$ cat src/rtl/sap1_pkg.sv
// Shared constants and types for the SAP-1 run-control sequencer.
package sap1_pkg;

  localparam int OPC_W      = 4;
  localparam int STEP_W     = 3;
  localparam int CW_W       = 14;
  localparam int ADDR_W     = OPC_W + STEP_W;
  localparam int MEM_RD_BIT = 10;

  localparam logic [STEP_W-1:0] LAST_STEP   = 3'd4;
  localparam logic [STEP_W-1:0] DECODE_STEP = 3'd2;
  localparam logic [OPC_W-1:0]  HLT_OPCODE  = 4'b1111;
  localparam logic [CW_W-1:0]   CW_NOP      = 14'b00111110000011;

  typedef enum logic [1:0] {
    IDLE = 2'd0,
    RUN  = 2'd1,
    HALT = 2'd2
  } state_t;

endpackage

$ cat src/rtl/sap1_microsequencer_step_counter.sv
// T-state counter: wraps after LAST_STEP, holds while stalled, clears on halt/early end.
module sap1_step_counter
  import sap1_pkg::*;
(
  input  logic              clk,
  input  logic              rst_n,
  input  logic              run,
  input  logic              hold,
  input  logic              clear,
  output logic [STEP_W-1:0] step,
  output logic              last
);

  assign last = (step == LAST_STEP);

  // An out-of-range encoding recovers to 0 even while held.
  always_ff @(posedge clk or negedge rst_n) begin
    if (!rst_n) begin
      step <= '0;
    end else if (step > LAST_STEP) begin
      step <= '0;
    end else if (hold) begin
      step <= step;
    end else if (clear) begin
      step <= '0;
    end else if (run) begin
      step <= last ? '0 : step + 1'b1;
    end
  end

endmodule

$ cat src/rtl/sap1_microsequencer.sv
// SAP-1 run-control sequencer: IDLE/RUN/HALT FSM, microcode addressing and cw gating.
// Optional macro SAP1_EARLY_END_EN ends an instruction at the first NOP word from step 2 on.
module sap1_microsequencer
  import sap1_pkg::*;
(
  input  logic              clk,
  input  logic              rst_n,
  input  logic              start,
  input  logic [OPC_W-1:0]  opcode,
  input  logic              mem_ready,
  input  logic [CW_W-1:0]   rom_cw,
  output logic [ADDR_W-1:0] rom_addr,
  output logic [CW_W-1:0]   cw_bus,
  output logic [STEP_W-1:0] step,
  output logic              busy,
  output logic              halted,
  output logic              instr_done
);

  state_t state, state_next;
  logic   running;
  logic   stall;
  logic   halt_hit;
  logic   early_end;
  logic   last;

  assign running  = (state == RUN);
  assign stall    = running && rom_cw[MEM_RD_BIT] && !mem_ready;
  assign halt_hit = running && !stall && (step == DECODE_STEP) && (opcode == HLT_OPCODE);
  assign rom_addr = {opcode, step};

`ifdef SAP1_EARLY_END_EN
  assign early_end = running && !stall && (step >= DECODE_STEP) && (rom_cw == CW_NOP);
`else
  assign early_end = 1'b0;
`endif

  sap1_step_counter u_step_counter (
    .clk   (clk),
    .rst_n (rst_n),
    .run   (running),
    .hold  (stall),
    .clear (halt_hit || early_end),
    .step  (step),
    .last  (last)
  );

  always_ff @(posedge clk or negedge rst_n) begin
    if (!rst_n) begin
      state <= IDLE;
    end else begin
      state <= state_next;
    end
  end

  // Only reset leaves RUN for IDLE; a held start resumes from HALT at once.
  always_comb begin
    state_next = state;
    busy       = 1'b0;
    halted     = 1'b0;
    instr_done = 1'b0;
    cw_bus     = CW_NOP;
    unique case (state)
      IDLE: begin
        if (start) state_next = RUN;
      end
      RUN: begin
        busy = 1'b1;
        if (!stall) begin
          cw_bus     = rom_cw;
          instr_done = last || early_end;
        end
        if (halt_hit) state_next = HALT;
      end
      HALT: begin
        halted = 1'b1;
        if (start) state_next = RUN;
      end
      default: begin
        state_next = IDLE;
      end
    endcase
  end

endmodule

$ cat config.mk
export PLATFORM = sky130hd
export DESIGN_NAME = sap1_microsequencer
export DESIGN_NICKNAME = d
export VERILOG_FILES = /design/src/rtl/sap1_pkg.sv /design/src/rtl/sap1_microsequencer_step_counter.sv /design/src/rtl/sap1_microsequencer.sv
export SDC_FILE = /design/constraint.sdc
export NUM_CORES = 1
export LEC_CHECK = 0
export ABC_AREA = 0
export BUFFER_PORTS_ARGS = -buffer_cell sky130_fd_sc_hd__buf_2
export CAP_MARGIN = 10
export CELL_PAD_IN_SITES_DETAIL_PLACEMENT = 1
export CELL_PAD_IN_SITES_GLOBAL_PLACEMENT = 1
export CORE_ASPECT_RATIO = 1.75
export CORE_MARGIN = 1.5
export CORE_UTILIZATION = 20
export CTS_CLUSTER_DIAMETER = 50
export CTS_CLUSTER_SIZE = 8
export DETAILED_ROUTE_END_ITERATION = 12
export PLACE_DENSITY_LB_ADDON = 0.1
export RECOVER_POWER = 50
export SYNTH_ARGS = -nofsm -noshare
export SYNTH_HDL_FRONTEND = slang
export SYNTH_HIERARCHICAL = 1
export SYNTH_SLANG_ARGS = --single-unit
$ cat constraint.sdc
create_clock -name clk -period 1.7 [get_ports clk]
set_clock_uncertainty 0.15 [all_clocks]
set_input_delay 0.34 -clock clk [delete_from_list [all_inputs] [get_ports clk]]
set_output_delay 0.34 -clock clk [all_outputs]
set_load 0.1 [all_outputs]
After elaboration in Yosys (flattened, before gate mapping)
Cells that the tools add are included.
{"block": "op_classes", "add_sub_neg": 1, "mul": 0, "div": 0, "order_cmp": 1, "eq_ne": 8, "shift": 0, "muxes": 14, "n_bitwise": 0, "n_reduce_logical": 12}
{"cell": "$mux W14", "count": 2}
{"cell": "$mux W3", "count": 5}
{"cell": "$ne A2 B1 Y1 const B", "count": 3}
{"cell": "$logic_and A1 B1 Y1", "count": 5}
{"cell": "$eq A4 B4 Y1 const B", "count": 1}
{"cell": "$mux W1", "count": 4}
{"cell": "$mux W2", "count": 2}
{"cell": "$pmux W2 S2", "count": 1}
{"cell": "$reduce_and A2 Y1", "count": 2}
{"cell": "$add A3 B1 Y3 const B", "count": 1}
{"cell": "$eq A3 B2 Y1 const B", "count": 1}
{"cell": "$eq A3 B3 Y1 const B", "count": 1}
{"cell": "$gt A3 B3 Y1 const B", "count": 1}
{"cell": "$reduce_bool A3 Y1", "count": 1}
{"cell": "$eq A2 B1 Y1 const B", "count": 1}
{"cell": "$eq A2 B2 Y1 const B", "count": 1}
{"cell": "$logic_not A1 Y1", "count": 2}
{"cell": "$logic_not A2 Y1", "count": 1}
{"cell": "$reduce_or A2 Y1", "count": 1}
{"block": "totals", "register_bits": 5, "latch_bits": 0, "ramBits": 0, "rom_bits": 0, "inputBits": 22, "output_inout_bits": 27, "memories": 0}

Logic depth before layout (Yosys ltp)
Gate-level depths: netlist of run 1.
{"block": "logic_depth", "ltp_word": 10, "mapped_depth": 6, "depth_no_buf": 6}

Hierarchy
The synthesis of run 1 kept the hierarchy.
{"mod": "sap1_microsequencer", "n_inst": 1, "cells_each": 37, "area_per_inst_um2": 306.5, "seq_area_each_um2": 50.0}
{"mod": "sap1_step_counter", "n_inst": 1, "cells_each": 16, "area_per_inst_um2": 185.2, "seq_area_each_um2": 75.1}

Worst setup path before layout of run 1
OpenSTA, ideal clock, no wires.
{"block": "synth_timing", "kind": "register to output", "startpoint": "reg u_step_counter.step[2]", "endpoint": "out instr_done", "t_arrival_ns": 2.039, "required_ns": 1.210, "path_slack_ns": -0.829, "stages_incl_launch_ff": 3, "cell_sequence": "dfrtp_1 -> and2_2 -> and2_1"}
{"block": "synth_between", "elab_chain_cells": 3}
{"element": "start, declared", "line_no": "sap1_microsequencer_step_counter.sv:10", "rtl": "output logic [STEP_W-1:0] step,"}
{"element": "start signal, assigned", "line_no": "sap1_microsequencer_step_counter.sv:23", "rtl": "step <= step;"}
{"element": "start signal, assigned", "line_no": "sap1_microsequencer_step_counter.sv:27", "rtl": "step <= last ? '0 : step + 1'b1;"}
{"element": "$eq A3 B3 Y1", "line_no": "sap1_microsequencer_step_counter.sv:14", "rtl": "assign last = (step == LAST_STEP);"}
{"element": "via last", "line_no": "sap1_microsequencer.sv:25", "rtl": "logic last;"}
{"element": "$mux W1", "line_no": "sap1_microsequencer.sv:69", "rtl": "if (!stall) begin"}
{"element": "$mux W1", "line_no": "sap1_microsequencer.sv:63", "rtl": "unique case (state)"}
{"element": "end, declared", "line_no": "sap1_microsequencer.sv:17", "rtl": "output logic instr_done"}
The timed path passes the listed nets, and every way through them passes these cells.

Worst setup path after layout of run 1
{"block": "layout_timing", "startpoint": "reg state[1]", "endpoint": "out cw_bus[9]"}
{"block": "layout_between", "elab_chain_cells": 5}
{"element": "start, declared", "line_no": "sap1_microsequencer.sv:20", "rtl": "state_t state, state_next;"}
{"element": "start signal, assigned", "line_no": "sap1_microsequencer.sv:52", "rtl": "state <= state_next;"}
{"element": "$eq A2 B1 Y1 *", "line_no": "sap1_microsequencer.sv:27, sap1_microsequencer.sv:63"}
{"element": "$logic_and A1 B1 Y1 (2 in series)", "line_no": "sap1_microsequencer.sv:28", "rtl": "assign stall = running && rom_cw[MEM_RD_BIT] && !mem_ready;"}
{"element": "$mux W14", "line_no": "sap1_microsequencer.sv:69"}
{"element": "$mux W14 *", "line_no": "sap1_microsequencer.sv:63"}
{"element": "end, declared", "line_no": "sap1_microsequencer.sv:13", "rtl": "output logic [CW_W-1:0] cw_bus,"}
Mark *: on every way between the ends. The rest lies on a longest branch, timed or not.

==> results by group, run 1 <==
Status
  – Status: complete, but fails checks
  – Failing checks: negative setup slack

Global routing
  – Tot GR Track Use: 16.0%
  – Initial antenna violation count: 0
  – First-pass GRT wire length: 3020 um
  – Pin count of the biggest net entering global routing: 10
  – Vias in the first global route: 649
  – GR Overflow Total: 0

Critical path
  – CP Data Required Time: 1.21 ns
  – R2R depth: 5
  – Crit Reg-Reg Startpoint: state[1]$_DFFE_PN0P_
  – Reg2Reg Setup Slack: 0.03 ns
  – CP endpoint kind: output port
  – FF-to-FF End: u_step_counter/step[1]$_DFFE_PN0P_
  – Crit-path max FO: 6
  – Critical path class: reg2out
  – WP data arrival: 1.35 ns
  – CP startpoint kind: flip-flop

Finish
  – Layout area overhead: 168%
  – Fin util: 57.3%
  – Commonest non-fill, non-tap cells in the layout: buf_12, buf_2, buf_4
  – Most common library cell in the layout ignoring fill and taps: buf_12
  – Nets: 138
  – Fin cells: 138
  – Inserted Diodes: 0
  – # fillers: 255
  – Finished layout cell area: 1320 sq um
  – Share of cells above drive strength 1: 86.7%

Floorplanning
  – Chip height: 68.6 um
  – I/O pin count: 49
  – Die ar.: 2780 sq um
  – Row count: 23
  – Die W: 40.5 um
  – Core Area: 2300 sq um
  – Initial Util: 21.4%

Route
  – Routed len/inst: 13.9 um
  – Drt total wl: 1920 um
  – Drt first-iter violations: 2
  – Post-route ant nets: 0
  – First drt pass iteration count: 4
  – Routed vias: 622
  – Via/cell ratio: 4.51
  – DR DRC count: 0

Hold path
  – Hold Crit Class: in2reg
  – Worst Hold Depth: 3
  – Worst hold endpoint: state[0]$_DFFE_PN0P_
  – HP Start: start

Synth
  – Syn Area/Cell: 9.28 sq um
  – Post-Synthesis Cells: 53
  – Netlist cell types: 25
  – Syn Nets: 77
  – Netlist Area Pre-Place: 492 sq um
  – Synth Register Bits: 5
  – Sequential area share after synthesis: 25.4%
  – Warnings from Yosys: 6

Pwr
  – Combinational power share: 83.8%
  – Switching share of power: 56.7%
  – Net switching power: 1.61 mW
  – Pint: 1.23 mW
  – Peak supply drop: 0.00107 V
  – Power per Cell Area: 2150 nW/um^2
  – Clock network power share: 7.7%
  – Leakage: 0.631 nW
  – Sequential Power Share: 8.4%

Placement
  – Worst slack, placed: -0.148 ns
  – Final GP Congestion: 0.685
  – Cells after DPL: 123
  – Final HPWL DP: 1450 um
  – PortBufs: 48
  – Placed inst area: 1100 sq um

Clock tree
  – Worst-path clk slew: 0.03 ns
  – Root buf cell: clkbuf_8
  – Clk_lat worst skew: 0.22 ns
  – CTS tree: yes
  – Clock Path Buffers: 2
  – CTS sink cnt: 5
  – H-tree depth: 1
  – Num CTS Buffers: 3

STA
  – Final setup vio count: 17
  – Min cycle time layout: 1.84 ns
  – Final Hold Fails: 0
  – RSZ-0062 raised after global routing: yes
  – Worst slew margin: 64.2%
  – TNS Setup: -1.79 ns
  – Max Fclk: 543 MHz
  – Period Utilization, post-route: 108%
  – Worst setup margin: -0.140 ns
  – Slew Limit Fails: 0
  – Slew @ Worst Pin: 0.539 ns

Flow run
  – Max Cap Viol: 0
-- final cells by class --
class / count / area (sq um) / share of cell area, %
clock buffer: 4 / 45.0 / 3.42
multi-input combinational: 38 / 405 / 30.7
tap: 25 / 31.3 / 2.37
timing repair buffer: 62 / 678 / 51.4
inverter: 4 / 23.8 / 1.80
sequential: 5 / 135 / 10.2
-- state kept, by name, summed over array words and instances, names as in the netlist --
signal               cells
state                    2
u_step_counter/step      3
-- worst max-delay path: stages (launching register included) --
cell      delay [ns]
dfrtp_1         0.40
nand2b_4        0.17
or3_4           0.38
buf_12          0.17
-- cells by family (layout without fill, tap and decap cells) --
family,Yosys count,after routing,share of synthesized area [%]
simple gates,29,31,45.0
fa+ha+maj,2,2,5.09
buf+inv,12,70,16.0
compound gates,5,5,8.40
flops,5,5,25.4
-- how the worst max path moves through the flow --
| stage | cells after the start | endpoint | from |
|---|---|---|---|
| 2_1_floorplan | 4 | u_step_counter/step[1]$_DFFE_PN0P_ | u_step_counter/step[0]$_DFFE_PN0P_ |
| 6_report | 3 | cw_bus[9] | state[1]$_DFFE_PN0P_ |
| 4_1_cts | 3 | cw_bus[1] | state[1]$_DFFE_PN0P_ |
| 5_1_grt | 3 | cw_bus[7] | state[1]$_DFFE_PN0P_ |
| 3_5_place_dp | 6 | u_step_counter/step[1]$_DFFE_PN0P_ | rom_cw[10] |
| 3_3_place_gp | 5 | cw_bus[3] | rom_cw[10] |
-- per-layer routing --
metal | wire length, um | GRT usage, % | share of wire (%) | vias to the layer above
li1 | - | - | - | 297
met1 | 591 | 15.4 | 31 | 291
met5 | 0 | 0 | 0 | -
met3 | 133 | 4.17 | 6.9 | 3
met2 | 1170 | 29.4 | 61 | 31
met4 | 28 | 7.50 | 1.5 | 0
-- cells in the mapped netlist, drive strengths merged --
cell	count	area [sq um]
nand3	1	5.00
a21o	1	7.51
nand3b	1	7.51
nor4b	1	23.8
nor2	2	7.51
and2	9	57.6
dfrtp	5	125
o22ai	1	6.26
and2b	2	18.8
or3	6	37.5
buf	8	63.8
ha	2	25.0
a22o	1	10.0
a32o	1	10.0
inv	4	15.0
nand4b	1	8.76
nand2b	2	20.0
nand2	2	7.51
o21bai	1	7.51
or2	1	6.26
nor4	1	21.3
-- what timing repair did --
item / CTS / global route
hold buffers: 1 / 0
pin swaps: 8 / 7
setup buffers: 7 / 2
gates resized for setup: 19 / 6
endpoints found under the setup margin: 19 / 22
hold endpoints to repair: 5 / 0
gates cloned: 2 / 0
-- metrics by stage --
stage	hold slack, ns	total power, mW
2_1_floorplan	-0.106	1.73
3_3_place_gp	0.00945	2.36
3_5_place_dp	0.00972	2.38
4_1_cts	0.239	2.82
5_1_grt	0.263	2.96
6_report	0.240	2.84
-- power groups by stage --
stage / Clock, mW / Combinational (mW) / Sequential, mW
final: 0.220 / 2.38 / 0.239
after global routing: 0.236 / 2.48 / 0.246
after CTS: 0.227 / 2.36 / 0.234
after detailed placement: 0 / 2.17 / 0.214
after global placement: 0 / 2.15 / 0.214
after floorplan: 0 / 1.25 / 0.478
Note: power is estimated with default switching activity, not from simulation.
==> run 2, diff against run 1 <==
- ABC_AREA: 0 -> 1
- CORE_UTILIZATION: 20 -> 22
- clock period: 1.7 -> 1.8 ns (I/O delays scaled with it)
==> run 2 against run 1 <==
- the flow still finishes with violations (negative setup slack)
- largest cell class unchanged
- wire length decreased by 8.2%
- critical endpoint is now cw_bus[4]
- synthesized cell count up 74%
- global-route usage decreased by 1.9 points
- synthesized area is 11% higher
==> results by group, run 2 <==
Clock tree
  – Clock Path Buffers: 2 (unchanged)
  – CTS tree: yes
  – Clk_lat worst skew: 0.22 ns (about the same)
  – Worst-path clk slew: 0.03 ns (about the same)
  – Root buf cell: clkbuf_8
  – Num CTS Buffers: 3 (unchanged)
  – H-tree depth: 1 (unchanged)
  – CTS sink cnt: 5 (unchanged)

Global routing
  – Pin count of the biggest net entering global routing: 10 (unchanged)
  – First-pass GRT wire length: 2740 um (-9.4%)
  – GR Overflow Total: 0 (unchanged)
  – Vias in the first global route: 658 (+1.4%)
  – Tot GR Track Use: 14.1% (-1.9 points)
  – Initial antenna violation count: 0 (unchanged)

Synth
  – Sequential area share after synthesis: 23.0% (-2.5 points)
  – Syn Nets: 116 (+51%)
  – Yosys top cell area share: 23.0% (-2.5 points)
  – Synth Register Bits: 5 (unchanged)
  – Dominant cells by area after synthesis: dfrtp_1, inv_1, nand2_1
  – Yosys top cell by area: dfrtp_1
  – Async S/R FF share, synth: 100% (unchanged)
  – Most common cell in the netlist: inv_1
  – Synth cell count leaders: inv_1, nand2_1, nor2_1
  – Netlist cell types: 17 (-32%)
  – Post-Synthesis Cells: 92 (+74%)
  – Warnings from Yosys: 6 (unchanged)
  – Number of enable flip-flop cells after synthesis: 0 (unchanged)
  – Syn Area/Cell: 5.92 sq um (-36%)
  – Top FF cell, synth: dfrtp_1
  – Netlist Area Pre-Place: 544 sq um (+11%)

Floorplanning
  – Core Area: 2330 sq um (+1.3%)
  – Chip height: 68.8 um (+0.30%)
  – I/O pin count: 49 (unchanged)
  – Row count: 23 (unchanged)
  – Die ar.: 2790 sq um (+0.60%)
  – Initial Util: 23.3% (+2.0 points)
  – Die W: 40.6 um (+0.30%)

Critical path
  – CP startpoint kind: flip-flop
  – Crit-path max FO: 9 (+3)
  – Cell mode on critical path: nor2_4
  – Critical path class: reg2out
  – CP Data Required Time: 1.29 ns (+0.08 ns)
  – WP data arrival: 1.39 ns (+0.04 ns)
  – Worst path slowest cell: dfrtp_1
  – Crit-path cells: inv_2 > nand2_4 > nor2_4 > inv_4 > buf_4 > nor2_4 > buf_12
  – CP top delay family: buffers and inverters
  – CP endpoint kind: output port
  – Slowest stage delay, CP: 0.37 ns (-0.03 ns)
  – Buffers and inverters on the worst path: 4 (+3)

Finish
  – Layout area overhead: 131%
  – Top flop regs: u_step_counter/step x3, state x2
  – Inserted Diodes: 0 (unchanged)
  – Share of cells above drive strength 1: 60.5% (-26 points)
  – Sequential Area: 129 sq um (-4.6%)
  – # fillers: 293 (+15%)
  – Nets: 172 (+25%)
  – Commonest non-fill, non-tap cells in the layout: buf_2, inv_1, nand2_1, buf_12
  – Fin cells: 172 (+25%)
  – Largest Register: u_step_counter/step
  – Footprint of the multi-input gates: 358 sq um (-12%)
  – Most common library cell in the layout ignoring fill and taps: buf_2
  – Number of flip-flops in the largest register: 3 (unchanged)

Route
  – Routed vias: 714 (+15%)
  – Via/cell ratio: 4.15 (-7.9%)
  – DR DRC count: 0 (unchanged)
  – Routed len/inst: 10.3 um (-26%)
  – Drt total wl: 1760 um (-8.2%)
  – First drt pass iteration count: 2 (-2)
  – Post-route ant nets: 0 (unchanged)
  – Drt first-iter violations: 1 (-1)

STA
  – Worst setup margin: -0.0975 ns (+0.0426 ns)
  – TNS Setup: -1.04 ns (+0.746 ns)
  – Final setup vio count: 14 (-3)
  – Period Utilization, post-route: 105%
  – RSZ-0062 raised after global routing: yes
  – WHS: 0.221 ns (-0.0192 ns)
  – Max Fclk: 527 MHz
  – Slew Limit Fails: 0 (unchanged)
  – Slew @ Worst Pin: 0.492 ns (-0.0472 ns)
  – Worst slew margin: 67.5% (+3.2 points)
  – Min cycle time layout: 1.90 ns
  – Final Hold Fails: 0 (unchanged)

Placement
  – PortBufs: 48 (unchanged)
  – Final HPWL DP: 1530 um (+5.3%)
  – Cells after DPL: 162 (+32%)
  – Final GP Congestion: 0.706 (+3.0%)

Hold path
  – Hold Crit Class: in2reg

Status
  – Status: complete, but fails checks
  – Failing checks: negative setup slack

Flow run
  – Max Cap Viol: 0 (unchanged)
[run 2: cell types whose count changed after synthesis, moves of 4 or more]
| cell | delta |
|---|---|
| and2_1 | -8 |
| inv_1 | +20 |
| nand2_1 | +18 |
| nor2_1 | +14 |
| or2_2 | +4 |
| or3_1 | -6 |
[run 2: final cells by class]
| type | instances | area share [%] |
|---|---|---|
| clock buffers | 4 | 3.58 |
| inverters | 26 | 8.25 |
| multi-input cells | 53 | 28.4 |
| flip-flops and latches | 5 | 10.2 |
| well taps | 25 | 2.49 |
| repair buffers | 59 | 47.0 |
[run 2: path summary, 6_finish.rpt]
kind / depth (start not counted) / slack, ns / endpoint / from
min: 2 / 0.22 / state[1]$_DFFE_PN0P_ / start
min in group asynchronous: 2 / 0.37 / u_step_counter/step[1]$_DFFE_PN0P_ / rst_n
max: 7 / -0.1 / cw_bus[4] / state[1]$_DFFE_PN0P_
max reg2reg: 11 / 0.09 / u_step_counter/step[1]$_DFFE_PN0P_ / state[1]$_DFFE_PN0P_
max in group asynchronous: 2 / 0.91 / u_step_counter/step[0]$_DFFE_PN0P_ / rst_n
min reg2reg: 3 / 0.46 / state[0]$_DFFE_PN0P_ / state[0]$_DFFE_PN0P_
[run 2: stage by stage]
step	util, %	worst slack (ns)	instance area (sq um)
global placement	47.6	0.0280	1110
CTS	52.4	-0.130	1220
global route	54.0	-0.165	1260
floorplan	-	-0.289	601
finish	54.0	-0.0975	1260
detailed placement	47.6	0.00552	1110
[run 2: kinds of logic (layout without fill, tap and decap cells)]
group           count (synthesis)  in the layout  synth area share (%)
compound gates                  2              2                  3.91
flops                           5              5                  23.0
fa+ha+maj                       2              2                  4.60
simple gates                   49             49                  38.9
buf+inv                        34             89                  29.7
[run 2: metal layers]
metal	share of wire, %	global-route usage, %	routed length, um	vias up
met3	9.2	2.56	163	2
li1	-	-	-	361
met4	1.3	5.00	23	0
met5	0	0	0	-
met1	30	12.9	525	316
met2	60	28.0	1050	35
[run 2: repair_timing]
action | CTS | global route
hold endpoints to repair | 5 | 0
pin swaps | 0 | 1
setup endpoints to repair | 14 | 17
buffers inserted | 1 | 4
gates resized for setup | 12 | 3
gates cloned | 0 | 0
hold buffers | 1 | 0
[run 2: worst register-to-register path: cells and delay by family (launching register included)]
kind | cells | cell delay (ns)
and+or+nand+nor | 7 | 0.70
DFF | 1 | 0.37
buffers and inverters | 4 | 0.36
Power of run 2 is left out: the tool's default activity adds up to more than one toggle a clock period on the data nets, which glitch-free logic cannot reach.
